## src/rtl/mem_copy_dma.sv

```systemverilog
// Single-channel word-copy DMA engine driving one request port of dualport_bram.
// Copies num_words words from src_addr to dst_addr in ascending order, one read then one write per word.
module mem_copy_dma #(
  parameter int XLEN   = 32,
  parameter int ADDR_W = 32,
  parameter int LEN_W  = 16
) (
  input  logic              clk,
  input  logic              rst,
  input  logic              start,
  input  logic [ADDR_W-1:0] src_addr,
  input  logic [ADDR_W-1:0] dst_addr,
  input  logic [LEN_W-1:0]  num_words,
  input  logic              abort,
  output logic              busy,
  output logic              done,
  output logic              err,
  output logic              aborted,
  output logic [LEN_W-1:0]  words_done,
  output logic              mem_req,
  output logic              mem_we,
  output logic [ADDR_W-1:0] mem_addr,
  output logic [XLEN-1:0]   mem_wdata,
  input  logic [XLEN-1:0]   mem_rdata,
  input  logic              mem_ready
);

  typedef enum logic [2:0] {IDLE, RD, RD_GAP, WR, WR_GAP, FIN} state_t;

  state_t            state;
  logic [ADDR_W-1:0] src_q;
  logic [ADDR_W-1:0] dst_q;
  logic [LEN_W-1:0]  count_q;
  logic [LEN_W-1:0]  idx;
  logic [XLEN-1:0]   data_buf;
  logic              abort_pend;
  logic [ADDR_W-1:0] idx_off;

  // Word index to byte offset; wraps modulo 2^ADDR_W by construction.
  assign idx_off = ADDR_W'(idx) << 2;

  always_ff @(posedge clk) begin
    if (rst) begin
      state      <= IDLE;
      src_q      <= '0;
      dst_q      <= '0;
      count_q    <= '0;
      idx        <= '0;
      data_buf   <= '0;
      abort_pend <= 1'b0;
      busy       <= 1'b0;
      done       <= 1'b0;
      err        <= 1'b0;
      aborted    <= 1'b0;
      words_done <= '0;
      mem_req    <= 1'b0;
      mem_we     <= 1'b0;
      mem_addr   <= '0;
      mem_wdata  <= '0;
    end else begin
      done <= 1'b0;
      err  <= 1'b0;
      case (state)
        IDLE: begin
          if (start) begin
            if (src_addr[1:0] != 2'b00 || dst_addr[1:0] != 2'b00) begin
              err   <= 1'b1;
              done  <= 1'b1;
              state <= FIN;
            end else if (num_words == '0) begin
              done  <= 1'b1;
              state <= FIN;
            end else begin
              src_q      <= src_addr;
              dst_q      <= dst_addr;
              count_q    <= num_words;
              idx        <= '0;
              words_done <= '0;
              aborted    <= 1'b0;
              abort_pend <= 1'b0;
              busy       <= 1'b1;
              mem_req    <= 1'b1;
              mem_we     <= 1'b0;
              mem_addr   <= src_addr;
              state      <= RD;
            end
          end
        end
        RD: begin
          if (abort) abort_pend <= 1'b1;
          if (mem_ready) begin
            data_buf <= mem_rdata;
            mem_req  <= 1'b0;
            state    <= RD_GAP;
          end
        end
        RD_GAP: begin
          if (abort) abort_pend <= 1'b1;
          mem_req   <= 1'b1;
          mem_we    <= 1'b1;
          mem_addr  <= dst_q + idx_off;
          mem_wdata <= data_buf;
          state     <= WR;
        end
        WR: begin
          if (abort) abort_pend <= 1'b1;
          if (mem_ready) begin
            words_done <= words_done + LEN_W'(1);
            idx        <= idx + LEN_W'(1);
            mem_req    <= 1'b0;
            mem_we     <= 1'b0;
            state      <= WR_GAP;
          end
        end
        WR_GAP: begin
          // An abort seen here still counts: the word just written is the last one.
          if (idx == count_q || abort_pend || abort) begin
            busy    <= 1'b0;
            done    <= 1'b1;
            aborted <= abort_pend | abort;
            state   <= FIN;
          end else begin
            mem_req  <= 1'b1;
            mem_we   <= 1'b0;
            mem_addr <= src_q + idx_off;
            state    <= RD;
          end
        end
        FIN:     state <= IDLE;
        default: state <= IDLE;
      endcase
    end
  end

endmodule

```

## config.mk

```make
export PLATFORM = sky130hd
export DESIGN_NAME = mem_copy_dma
export DESIGN_NICKNAME = d
export VERILOG_FILES = /design/src/rtl/mem_copy_dma.sv
export SDC_FILE = /design/constraint.sdc
export NUM_CORES = 1
export LEC_CHECK = 0
export CORE_MARGIN = 10
export CORE_UTILIZATION = 40
export CTS_CLUSTER_SIZE = 25
export DETAILED_ROUTE_END_ITERATION = 6
export PLACE_DENSITY_LB_ADDON = 0.15
export SKIP_LAST_GASP = 1
export SYNTH_ARGS = -nofsm -noshare
export SYNTH_HDL_FRONTEND = slang
export SYNTH_SLANG_ARGS = --single-unit
```

## constraint.sdc

```tcl
create_clock -name clk -period 5.9 [get_ports clk]
set_input_delay 1.18 -clock clk [delete_from_list [all_inputs] [get_ports clk]]
set_output_delay 1.18 -clock clk [all_outputs]
set_load 0.02 [all_outputs]
```

==> metrics.cfg <==
[yosys]
synthXorXnorAreaFrac_pct = 6.98
synth-simple-area-share_pct = 25.7
yosys.area_share.adder_pct = 2.98
synth_nets = 1435
synthMuxAreaShare_pct = 0.631
synth_edf_count = 0
synth-compound-area-share_pct = 16.2
yosysWarningCount = 0
synthCells = 1295
synth-async-reset-ratio_pct = 0
ys_types = 53
yosys_most_used_dff = dfxtp_1
yosysSeqAreaShare_pct = 44.1
avgSynthCellArea_um2 = 7.65
synth_top_family_by_area = simple AND/OR/NAND/NOR gates
synth_seq_cells = 218
syn_area_um2 = 9910

[cells_and_area]
fin_nets = 1595
syn2layout_area_growth_pct = 30.4
fin_util_pct = 53.1
antenna-diode-count = 0
drive_gt1_share_pct = 4.35

[setup_path]
r2r_start = state[2]
cp_max_fo = 15
rr_worst_depth = 13
crit_arrival_ns = 4.89
r2r_end = mem_addr[28]
worst_setup_path_end_kind = register
crit_type = register to register
start_kind = register
crit_end = mem_addr[28]
critical_path_required_ns = 6.26
crit_start = state[2]
r2r_slack_ns = 1.37

[clock_network]
cts_tree = yes
post_cts_resized = 0
cts_buffer_depth = 3
htree_levels = 1
postCtsSetupBuffers = 0
worstSkewPairLatency_ns = 0.52
cts_buffers = 24
path_clk_slew_ns = 0.06
cts-root-buf = clkbuf_16
cts_hold_buf = 0
cts.sinks = 218

[outcome]
outcome = finished clean

[drt]
num_vias = 9302
drcViolationCount = 0
first_pass_iters = 5
post_drt_wl_per_cell_um = 17.0
viasPerCell = 5.18
wl_um = 30600
drt_iter0_drc = 677
antenna_left = 0

[run]
drv_cap = 0

[placement]
dp_hpwl_um = 21300
gp_congestion = 0.849
place_ws_ns = 1.33
io_buffers = 202

[pwr]
ir_worst_vdd_uv = 180
fin_total_pwr_mw = 3.96
leakagePower_nw = 4.66
pwr_density_cell_nw_per_um2 = 307

[floorplanning]
ioPinCount = 203
die_y_um = 177
die-area_um2 = 31500
rows = 57
core_um2 = 24300
die_w_um = 177
start_util_pct = 40.7

[timing]
period_share_pct = 76.7
fin_tns_setup_ns = 0
period_needed_ns = 4.53
worst_slew_pin_slew_ns = 1.07
final-setup-viol-count = 0
finalHoldViolCount = 0
hold_slack_ns = 0.449
maxSlewViolCount = 0
rsz0062_at_grt = no
fin_skew_ns = 0.0103
relSlewSlack_pct = 28.9
fin_ws_ns = 1.37
fmax_mhz = 221

[global_route]
grt_pass1_vias = 8817
grt_max_degree = 122
grt-busiest-layer = met2
grt_use_total_pct = 18.7
gr-usage-met2_pct = 30.4
overflow = 0
antenna_found_initial = 1
met1_usage_pct = 23.7
gr-usage-met3_pct = 5.84
grt_pass1_wl_um = 48100

[hold_path]
hold_path.class = register to register

critical path: stages (launching register included):
cell and delay (ns):
dfxtp_1 0.69, nor3b_2 0.88, buf_4 0.32, nand2_1 0.07, nand2_1 0.05, ha_1 0.23, nand4_1 0.16, a211oi_1 0.33
and4bb_2 0.32, o21bai_1 0.54, nand2_1 0.22, xnor2_1 0.18, a221oi_1 0.30, nor3_1 0.08
per-layer routing:
layer  vias to the layer above  wire length, um
met4                         2              611
li1                       4702                -
met5                         -               10
met2                       260            14000
met1                      4290            13300
met3                        48             2680
stage by stage:
step	cells	cell area, um^2
after detailed placement	1753	12100
after CTS	1796	12900
after global placement	1753	12100
final	1796	12900
after global routing	1796	12900
after floorplan	1295	9910
worst min path at each step:
| stage | from | endpoint | slack (ns) | depth (start not counted) |
|---|---|---|---|---|
| 2_1_floorplan | src_q[0] | src_q[0] | 0.43 | 1 |
| 3_3_place_gp | data_buf[5] | mem_wdata[5] | 0.44 | 2 |
| 3_5_place_dp | data_buf[24] | mem_wdata[24] | 0.44 | 2 |
| 4_1_cts | data_buf[24] | mem_wdata[24] | 0.45 | 2 |
| 5_1_grt | data_buf[14] | mem_wdata[14] | 0.47 | 2 |
| 6_report | data_buf[24] | mem_wdata[24] | 0.45 | 2 |
state kept, by name, indices dropped and copies added (netlist names):
name / cells
src_q: 32
data_buf: 32
state: 3
words_done: 16
mem_we: 1
mem_req: 1
err: 1
abort_pend: 1
count_q: 16
aborted: 1
dst_q: 32
mem_addr: 32
idx: 16
mem_wdata: 32
done: 1
busy: 1
cell usage in the layout, fill, tap and decap left out, types with 3 or more instances in the layout:
| master | netlist | layout |
|---|---|---|
| clkbuf_8 | 0 | 8 |
| a21oi_1 | 173 | 173 |
| xnor2_1 | 33 | 33 |
| nor2_1 | 81 | 80 |
| a221oi_1 | 3 | 3 |
| a31oi_1 | 3 | 3 |
| a21o_1 | 7 | 7 |
| o221ai_1 | 3 | 3 |
| nor4_1 | 10 | 10 |
| xor2_1 | 46 | 46 |
| nand3_1 | 46 | 44 |
| or3_1 | 5 | 5 |
| clkdlybuf4s50_1 | 0 | 201 |
| nand2_1 | 399 | 399 |
| mux2i_1 | 4 | 4 |
| inv_1 | 7 | 7 |
| nand2b_1 | 4 | 4 |
| buf_4 | 2 | 12 |
| and3_1 | 9 | 7 |
| dfxtp_1 | 218 | 218 |
| nand4_1 | 8 | 8 |
| ha_1 | 22 | 22 |
| a311oi_1 | 9 | 9 |
| clkbuf_1 | 63 | 7 |
| nor3_1 | 24 | 23 |
| o21ai_0 | 27 | 27 |
| clkbuf_16 | 0 | 25 |
| nor2b_1 | 3 | 3 |
| and4_1 | 5 | 5 |
| o21bai_1 | 5 | 5 |
| and2_1 | 6 | 6 |
| o22ai_1 | 6 | 6 |
| a22oi_1 | 3 | 3 |
| a211oi_1 | 12 | 12 |
| o211ai_1 | 8 | 8 |
cell type report:
class,instances,area [um^2]
fillers,2348,11400
well taps,324,405
flip-flops and latches,218,4360
clock buffers,40,762
multi-input cells,990,5230
inverters,7,26.3
clock inverters,3,17.5
repair buffers,214,2110
Yosys cell counts (all sizes together), types with 4 or more instances:
library cell | number | area [um^2]
buf | 17 | 78.8
a21o | 7 | 52.6
mux2i | 4 | 40.0
a21oi | 174 | 882
clkbuf | 63 | 236
a211oi | 12 | 90.1
nand2b | 4 | 25.0
o21bai | 5 | 37.5
o211ai | 8 | 60.1
o22ai | 6 | 37.5
dfxtp | 218 | 4360
and2 | 6 | 37.5
nor2 | 81 | 304
o21ai | 29 | 145
ha | 22 | 275
nand3 | 46 | 230
or3 | 5 | 31.3
and3 | 9 | 56.3
nor3 | 24 | 120
inv | 7 | 26.3
xnor2 | 33 | 289
and4 | 5 | 43.8
nand2 | 399 | 1500
xor2 | 46 | 403
nand4 | 8 | 50.1
nor4 | 10 | 62.6
a311oi | 9 | 78.8
power breakdown:
group | leakage [nW] | switching (mW) | internal (mW) | total [mW]
combinational | 2.51 | 0.494 | 0.337 | 0.831
sequential | 1.76 | 0.0857 | 1.58 | 1.67
clock | 0.382 | 0.594 | 0.874 | 1.47
logic make-up after synthesis:
family,after synthesis
compound gates,274
xor+xnor,79
fa+ha+maj,23
buf+inv,87
flops,218
mux,6
simple gates,608
No activity file was read; power rests on OpenSTA's default activity.
